--- src/rtl/alu_pkg.sv ---
// Shared ALU definitions: op encodings, funct3 values and shift width.
// Used by the ALU, the main decoder and the ALU issue unit.
package alu_pkg;

    localparam int SHAMT_W = 5;

    localparam logic [2:0] F3_ADD  = 3'b000;
    localparam logic [2:0] F3_SLL  = 3'b001;
    localparam logic [2:0] F3_SLT  = 3'b010;
    localparam logic [2:0] F3_SLTU = 3'b011;
    localparam logic [2:0] F3_XOR  = 3'b100;
    localparam logic [2:0] F3_SR   = 3'b101;
    localparam logic [2:0] F3_OR   = 3'b110;
    localparam logic [2:0] F3_AND  = 3'b111;

    localparam logic [6:0] F7_BASE = 7'b0000000;
    localparam logic [6:0] F7_ALT  = 7'b0100000;

    typedef enum logic [4:0] {
        ALU_ADD  = 5'b00000,
        ALU_SUB  = 5'b01000,
        ALU_SLL  = 5'b00001,
        ALU_SLT  = 5'b00010,
        ALU_SLTU = 5'b00011,
        ALU_XOR  = 5'b00100,
        ALU_SRL  = 5'b00101,
        ALU_SRA  = 5'b01101,
        ALU_OR   = 5'b00110,
        ALU_AND  = 5'b00111
    } alu_op_t;

    function automatic logic is_shift(input logic [2:0] f3);
        return (f3 == F3_SLL) || (f3 == F3_SR);
    endfunction

endpackage

--- src/rtl/alu_op_decode.sv ---
// Combinational funct3/f7b5/R-vs-I decode into ALU op, shift mask
// enable and illegal flag.
module alu_op_decode
    import alu_pkg::*;
(
    input  logic [2:0] i_funct3,
    input  logic       i_f7b5,
    input  logic       i_is_r,
    input  logic [6:0] i_imm_hi,
    output logic [4:0] o_op,
    output logic       o_shift_mask,
    output logic       o_illegal
);

    logic w_shift;
    logic w_f7sel;
    logic w_bad_r;
    logic w_bad_slli;
    logic w_bad_imm;
    logic w_imm_ok;

    assign w_shift = is_shift(i_funct3);

    // In I-type, bit 30 only chooses SRA over SRL; elsewhere it is imm
    assign w_f7sel = i_f7b5 & (i_is_r | (i_funct3 == F3_SR));

    assign w_bad_r = i_is_r & i_f7b5
                   & (i_funct3 != F3_ADD)
                   & (i_funct3 != F3_SR);

    assign w_bad_slli = !i_is_r & i_f7b5
                      & (i_funct3 == F3_SLL);

    assign w_imm_ok = (i_imm_hi == F7_BASE)
                    | (i_imm_hi == F7_ALT);

    assign w_bad_imm = !i_is_r & w_shift & !w_imm_ok;

    assign o_illegal = w_bad_r | w_bad_slli | w_bad_imm;

    assign o_shift_mask = w_shift;

    always_comb begin
        o_op = ALU_ADD;
        if (!o_illegal) begin
            o_op = {1'b0, w_f7sel, i_funct3};
        end
    end

endmodule

--- src/rtl/alu_issue_unit.sv ---
// Two-stage valid/ready front end for the combinational ALU: stage X
// drives the ALU inputs, stage R returns the result and flags.
module alu_issue_unit
    import alu_pkg::*;
#(
    parameter int CNT_W = 16
) (
    input  logic             clk,
    input  logic             rst,
    input  logic             req_valid,
    output logic             req_ready,
    input  logic [31:0]      req_a,
    input  logic [31:0]      req_b,
    input  logic [2:0]       req_funct3,
    input  logic             req_f7b5,
    input  logic             req_is_r,
    output logic [31:0]      alu_a,
    output logic [31:0]      alu_b,
    output logic [4:0]       alu_op,
    input  logic [31:0]      alu_res,
    output logic             rsp_valid,
    input  logic             rsp_ready,
    output logic [31:0]      rsp_data,
    output logic             rsp_illegal,
    output logic [CNT_W-1:0] issue_cnt,
    output logic [CNT_W-1:0] illegal_cnt
);

    logic             r_x_valid;
    logic             r_x_illegal;
    logic [31:0]      r_alu_a;
    logic [31:0]      r_alu_b;
    logic [4:0]       r_alu_op;

    logic             r_r_valid;
    logic [31:0]      r_rsp_data;
    logic             r_rsp_illegal;

    logic [CNT_W-1:0] r_issue_cnt;
    logic [CNT_W-1:0] r_illegal_cnt;

    logic             w_x_ready;
    logic             w_req_fire;
    logic             w_rsp_fire;
    logic [4:0]       w_op;
    logic             w_shift_mask;
    logic             w_illegal;
    logic [31:0]      w_b;

    alu_op_decode u_dec (
        .i_funct3     (req_funct3),
        .i_f7b5       (req_f7b5),
        .i_is_r       (req_is_r),
        .i_imm_hi     (req_b[11:5]),
        .o_op         (w_op),
        .o_shift_mask (w_shift_mask),
        .o_illegal    (w_illegal)
    );

    assign w_x_ready  = !r_r_valid | rsp_ready;
    assign req_ready  = !r_x_valid | w_x_ready;
    assign w_req_fire = req_valid & req_ready;
    assign w_rsp_fire = r_r_valid & rsp_ready;

    // The ALU shifts by the whole operand, so trim to shamt here
    assign w_b = w_shift_mask
               ? {{(32 - SHAMT_W){1'b0}}, req_b[SHAMT_W-1:0]}
               : req_b;

    always_ff @(posedge clk) begin
        if (rst) begin
            r_x_valid   <= 1'b0;
            r_x_illegal <= 1'b0;
            r_alu_a     <= '0;
            r_alu_b     <= '0;
            r_alu_op    <= '0;
        end else if (w_req_fire) begin
            r_x_valid   <= 1'b1;
            r_x_illegal <= w_illegal;
            r_alu_a     <= w_illegal ? '0 : req_a;
            r_alu_b     <= w_illegal ? '0 : w_b;
            r_alu_op    <= w_op;
        end else if (w_x_ready) begin
            r_x_valid   <= 1'b0;
        end
    end

    always_ff @(posedge clk) begin
        if (rst) begin
            r_r_valid     <= 1'b0;
            r_rsp_data    <= '0;
            r_rsp_illegal <= 1'b0;
        end else if (w_x_ready) begin
            r_r_valid <= r_x_valid;
            if (r_x_valid) begin
                r_rsp_data    <= r_x_illegal ? '0 : alu_res;
                r_rsp_illegal <= r_x_illegal;
            end
        end
    end

    always_ff @(posedge clk) begin
        if (rst) begin
            r_issue_cnt   <= '0;
            r_illegal_cnt <= '0;
        end else if (w_rsp_fire) begin
            if (r_rsp_illegal) begin
                r_illegal_cnt <= r_illegal_cnt + CNT_W'(1);
            end else begin
                r_issue_cnt <= r_issue_cnt + CNT_W'(1);
            end
        end
    end

    assign alu_a       = r_alu_a;
    assign alu_b       = r_alu_b;
    assign alu_op      = r_alu_op;
    assign rsp_valid   = r_r_valid;
    assign rsp_data    = r_rsp_data;
    assign rsp_illegal = r_rsp_illegal;
    assign issue_cnt   = r_issue_cnt;
    assign illegal_cnt = r_illegal_cnt;

endmodule

--- config.mk ---
export PLATFORM = sky130hd
export DESIGN_NAME = alu_issue_unit
export DESIGN_NICKNAME = d
export VERILOG_FILES = /design/src/rtl/alu_pkg.sv /design/src/rtl/alu_op_decode.sv /design/src/rtl/alu_issue_unit.sv
export SDC_FILE = /design/constraint.sdc
export NUM_CORES = 1
export LEC_CHECK = 0
export BUFFER_PORTS_ARGS = -buffer_cell sky130_fd_sc_hd__buf_2
export CAP_MARGIN = 20
export CORE_MARGIN = 1
export CORE_UTILIZATION = 43
export CTS_BUF_LIST = sky130_fd_sc_hd__clkbuf_4
export DETAILED_ROUTE_END_ITERATION = 12
export GPL_ROUTABILITY_DRIVEN = 0
export PLACE_DENSITY = 0.81
export SLEW_MARGIN = 5
export SYNTH_ARGS = -nofsm -noshare
export SYNTH_HDL_FRONTEND = slang
export SYNTH_SLANG_ARGS = --single-unit
--- constraint.sdc ---
create_clock -name clk -period 1.76 [get_ports clk]
set_clock_uncertainty 0.15 [all_clocks]
set_input_delay 0.088 -clock clk [delete_from_list [all_inputs] [get_ports clk]]
set_output_delay 0.088 -clock clk [all_outputs]
set_load 0.05 [all_outputs]
==> metrics.txt, run 1 <==
global-route wire length before repair=25000 um; M1 GR Usage=28.3%; fin util=72.7%; Routed WL=17000 um; Power Dens Cells=821 nW/um^2; Worst VDD drop=around 0.00058 V; busiest grt layer=met2; most numerous cell in the Yosys netlist=dfxtp_1; Tcrit/Tclk final=102%; data required time at the worst endpoint=2070 ps; row count=38; r2r startpoint=illegal_cnt[0]; Worst-Skew Late Latency=540 ps; Worst Path Arrival=2120 ps; Placed Instances=858; Die ar.=~12000 sq um; port buffer count=239; Post-Syn Instances=about 500; Max-cap violations=0; EDFF count, synth=0; failing checks=setup timing; Unique masters post-synth=47; diode count=0; via count=5273; Seq/Total Area, Yosys=a little over half; Worst Hold Slack=141 ps; Final nets=959; total congestion overflow=0; Setup crit start=illegal_cnt[0]; syn nets=600; DP Wirelength=~9700 um; First-pass DRT Iterations=4; Synth Warn #=0; CTS root buffer=clkbuf_4; Ports=241; starting density of the core=45.0%; Most used DFF post-synth=dfxtp_1; Tmin final=1800 ps; fin worst setup slack=-41.1 ps; Final Hold Viols=0; fmax=555 MHz; CP Class=reg2reg; Die Ht=109 um; worst slew pin tran=569 ps; routed wire length per instance=16.9 um; DRC=0; final slew viol count=0; number of synthesized register bits=136; RSZ-0062 raised after global routing=yes; Synth async-reset ratio=0%; static leakage=3.70 nW; placed instance area=6550 sq um; CTS Buffer Depth=2; layout cells sized above 1=40.8%; DR iter-0 viols=336; CTS buffer count=17; Setup-failing EPs final=3; CP Launch Type=register; Die Wd=109 um; mapped cell area=4960 sq um; number of global-route vias before repair=approximately 5200; Synth top area share=54.9%; Antenna Nets Post-Route=0; crit-path max FO=6; hold path start=req_a[5]; Slew Limit Headroom=62.1%; Hold Path Class=in2reg; met2 usage in global routing=50.8%; clk slew on worst S/H paths=around 110 ps; Avg Cell Area, Syn=10.1 sq um; vias per inst=5.25; dominant cells by area after synthesis=dfxtp_1, a22o_1, nand3b_1, a21oi_1, nand2_1; grt met3 use=8.71%; Setup TNS=-63.5 ps; area delta synth->final=61.7%; Critical Path End Type=register; Placeable Area=11000 sq um; clock tree from TritonCTS=done; outcome=finished with violations; initial antenna violation count=0; post-route cell area=approximately 8000 sq um; largest net degree at the start of global routing=69; Cell Count, Final, Fillers Out=1005; area leader, netlist=dfxtp_1; CTS Sinks=136; total track usage=about 27%; Post-synth top cells=dfxtp_1, a22o_1, a21oi_1; H-tree depth=4
## placed cells by master, fill, tap and decap left out, types with 2 or more instances in the layout
master	Yosys	layout
o21ai_0	6	6
dfxtp_1	136	111
buf_4	1	24
a21oi_1	43	39
nand3b_1	34	34
clkinv_2	0	3
nor2b_1	6	5
nor3_1	5	4
xor2_1	8	8
mux2_2	4	3
dfxtp_4	0	16
nand2b_1	3	3
and3_1	3	3
ha_4	0	2
clkbuf_4	0	20
dlygate4sd3_1	0	106
nor2_1	32	31
xnor2_1	11	11
bufinv_16	0	3
nand3_1	14	13
nor4_4	0	2
a22o_1	67	67
or4_4	1	3
dfxtp_2	0	9
or3_1	5	4
clkinv_1	0	6
nor3_4	0	2
buf_2	8	238
mux2i_1	2	2
inv_1	6	6
buf_12	0	4
nand4_1	3	3
a21oi_2	0	4
nand2_1	41	40
nor4_1	5	3
## area by class of cell
cell class                 instances  area (sq um)
clock buffer                      19           143
fill                             754          3010
sequential                       136          2790
tap                              140           175
inverter                           6          22.5
clock inverter                    13           134
timing repair buffer             375          2560
multi-input combinational        316          2200
## sequential cells by signal, summed over array words and instances (netlist names)
signal	count
rsp_data	32
issue_cnt	16
alu_b	32
alu_op	4
r_x_illegal	1
r_x_valid	1
rsp_illegal	1
illegal_cnt	16
alu_a	32
rsp_valid	1
## final timing paths
check | endpoint | slack (ps) | cells after the start
max | illegal_cnt[10] | -40 | 5
min | alu_a[5] | 140 | 3
max reg2reg | illegal_cnt[10] | -40 | 5
min reg2reg | rsp_data[25] | 300 | 2
## per-layer routing
metal | routed length [um] | share of wire, %
met5 | 0 | 0
met4 | 475 | 2.8
met3 | 1210 | 7.1
met2 | 8870 | 52
met1 | 6420 | 38
## critical path, stage by stage, from the launching register on
cell and delay, ps:
dfxtp_4 370, ha_4 130, nand2_2 60, or4_4 550, or3_4 350, a21oi_2 120
## through the flow
| step | worst slack, ps | power (mW) |
|---|---|---|
| final | -41.1 | 6.58 |
| after global routing | -78.6 | 6.84 |
| after CTS | -18.7 | 6.56 |
| after detailed placement | -33.6 | 4.34 |
| after global placement | 8.74 | 4.32 |
| after floorplan | -252 | 4.01 |
## where the power goes
group	total [mW]	switching (mW)	internal (mW)	leakage, nW
registers	3.26	0.0794	3.18	1.13
clock network	2.06	1.08	0.982	0.155
logic	1.26	0.781	0.479	2.42
total	6.58	1.94	4.64	3.70
## what timing repair did
action,in CTS,in global routing
pin swaps,1,7
cloned,0,1
resized for setup,0,12
buffers inserted,2,6
hold buffers,105,1
endpoints found under the hold margin,120,5
endpoints found under the setup margin,2,51
## cell families after synthesis
family	count (synthesis)	synth area share, %
AO/OA/AOI/OAI	123	17.9
XOR/XNOR	19	3.36
adder cells (fa/ha/maj)	2	0.504
buffers and inverters	41	3.38
flip-flops	136	54.9
multiplexers	6	1.31
other	1	0.0756
AND/OR/NAND/NOR	165	18.5
Power figures use the tool's default switching activity.
==> run 2, diff against run 1 <==
Settings changed: RECOVER_POWER from default to 25.
==> run 2 against run 1 <==
Net effect:
- the flow still finishes with violations (setup timing)
- design area is 0.19% lower
- register-to-register slack is essentially flat
- non-clock buffer count is the same
- global-route usage unchanged
- fmax hardly changed
- largest power group unchanged
==> metrics.txt, run 2 (same netlist as run 1, synthesis figures left out) <==
Max-cap violations=0; DP Wirelength=9710 um; CTS Sinks=136; fin worst setup slack=-40.0 ps; most frequent cells in the layout=buf_2, dfxtp_1, dlygate4sd3_1; Clk pwr share=a little under a third; CTS buffer count=17; Critical-path top delay cell=or4_4; vias per inst=5.26; Logic pwr share=19.1%; worst path bufs/invs=0; commonest non-fill, non-tap cell in the layout=buf_2; Power Dens Cells=821 nW/um^2; Die ar.=between 10000 and 15000 sq um; delay-heaviest family, CP=simple AND/OR/NAND/NOR gates; DRC=0; clk slew on worst S/H paths=110 ps; starting density of the core=45.0%; Int Pwr=between 4 and 5 mW; Slew Limit Headroom=59.9%; Final nets=959; CP Launch Type=register; CP Class=reg2reg; total congestion overflow=0; fmax=556 MHz; Ports=241; layout cells sized above 1=slightly below 40%; static leakage=3.62 nW; final slew viol count=0; Tcrit/Tclk final=102%; H-tree depth=4; port buffer count=239; RSZ-0062 raised after global routing=yes; Die Ht=109 um; Routed WL=~17000 um; data required time at the worst endpoint=between 2000 and 2500 ps; area delta synth->final=61.4%; critical path cell sequence=ha_4 -> nand2_2 -> or4_4 -> or3_4 -> a21oi_2; Die Wd=109 um; Total Power=6.58 mW; Tmin final=1800 ps; Antenna Nets Post-Route=0; Worst VDD drop=0.000582 V; Worst-Skew Late Latency=approximately 530 ps; Setup-failing EPs final=3; Worst Hold Slack=142 ps; CTS root buffer=clkbuf_4; global-route wire length before repair=roughly 25000 um; Hold Path Class=in2reg; Final Hold Viols=0; switching share of power=29.5%; Max stage delay on crit path=550 ps; fin util=72.6%; worst slew pin tran=approximately 600 ps; Setup TNS=-61.3 ps; row count=38; Critical Path End Type=register; initial antenna violation count=0; First-pass DRT Iterations=4; pre-CTS setup slack=-33.6 ps; diode count=0; NetSw=~1.9 mW; sequential share of power=~50%; failing checks=setup timing; outcome=finished with violations; clock tree from TritonCTS=done; R2R setup slack=-40 ps; total track usage=27.5%; CTS Buffer Depth=2; via count=5290; crit-path max FO=6; largest net degree at the start of global routing=69; routed wire length per instance=between 15 and 20 um; Worst Path Arrival=2120 ps; DR iter-0 viols=331; Placeable Area=11000 sq um; number of global-route vias before repair=5212
[run 2: cell types whose count changed in the layout (fill, tap and decap cells not counted), sizes merged]
cell / before / now
clkbuf: 21 / 79
buf: 267 / 209
[run 2: final cells by class]
cell class                 count  area (sq um)
fill                         761          3020
timing repair buffer         375          2540
inverter                       6          22.5
clock buffer                  19           143
sequential                   136          2790
tap                          140           175
multi-input combinational    316          2200
clock inverter                13           134
[run 2: per-layer routing]
metal / wire (um) / GRT usage, % / vias to the layer above
met5: 0 / 0 / -
met4: 446 / 12.3 / 0
met3: 1270 / 8.71 / 42
met2: 8940 / 50.8 / 241
met1: 6330 / 28.3 / 2521
li1: - / - / 2486
[run 2: worst paths after layout]
kind / from / end / cells past startpoint
setup reg to reg: illegal_cnt[0] / illegal_cnt[10] / 5
hold reg to reg: rsp_data[25] / rsp_data[25] / 2
hold / removal: req_a[5] / alu_a[5] / 3
setup / recovery: illegal_cnt[0] / illegal_cnt[10] / 5
[run 2: timing repair]
| action | 4_1_cts | 5_1_grt |
|---|---|---|
| pin swaps | 1 | 7 |
| hold buffers | 105 | 1 |
| endpoints found under the setup margin | 2 | 51 |
| hold endpoints to repair | 120 | 5 |
| gates resized for setup | 0 | 12 |
| cloned | 0 | 1 |
| buffers inserted | 2 | 6 |
[run 2: power by group through the flow]
stage	sequential, mW	clock, mW	combinational [mW]
after global placement	3.31	0	1.01
after CTS	3.25	2.09	1.21
after global routing	3.28	2.25	1.31
after detailed placement	3.32	0	1.03
after floorplan	3.74	0	0.269
final	3.26	2.06	1.25
[run 2: metrics by stage]
stage	cells	area, sq um
after floorplan	493	5140
after global routing	1005	8010
after detailed placement	858	6550
after global placement	858	6550
after CTS	997	7900
final	1005	8010
[run 2: tightest hold or removal path: stages]
cell and delay (ps):
dlygate4sd3_1 510, buf_2 90, a22o_1 110
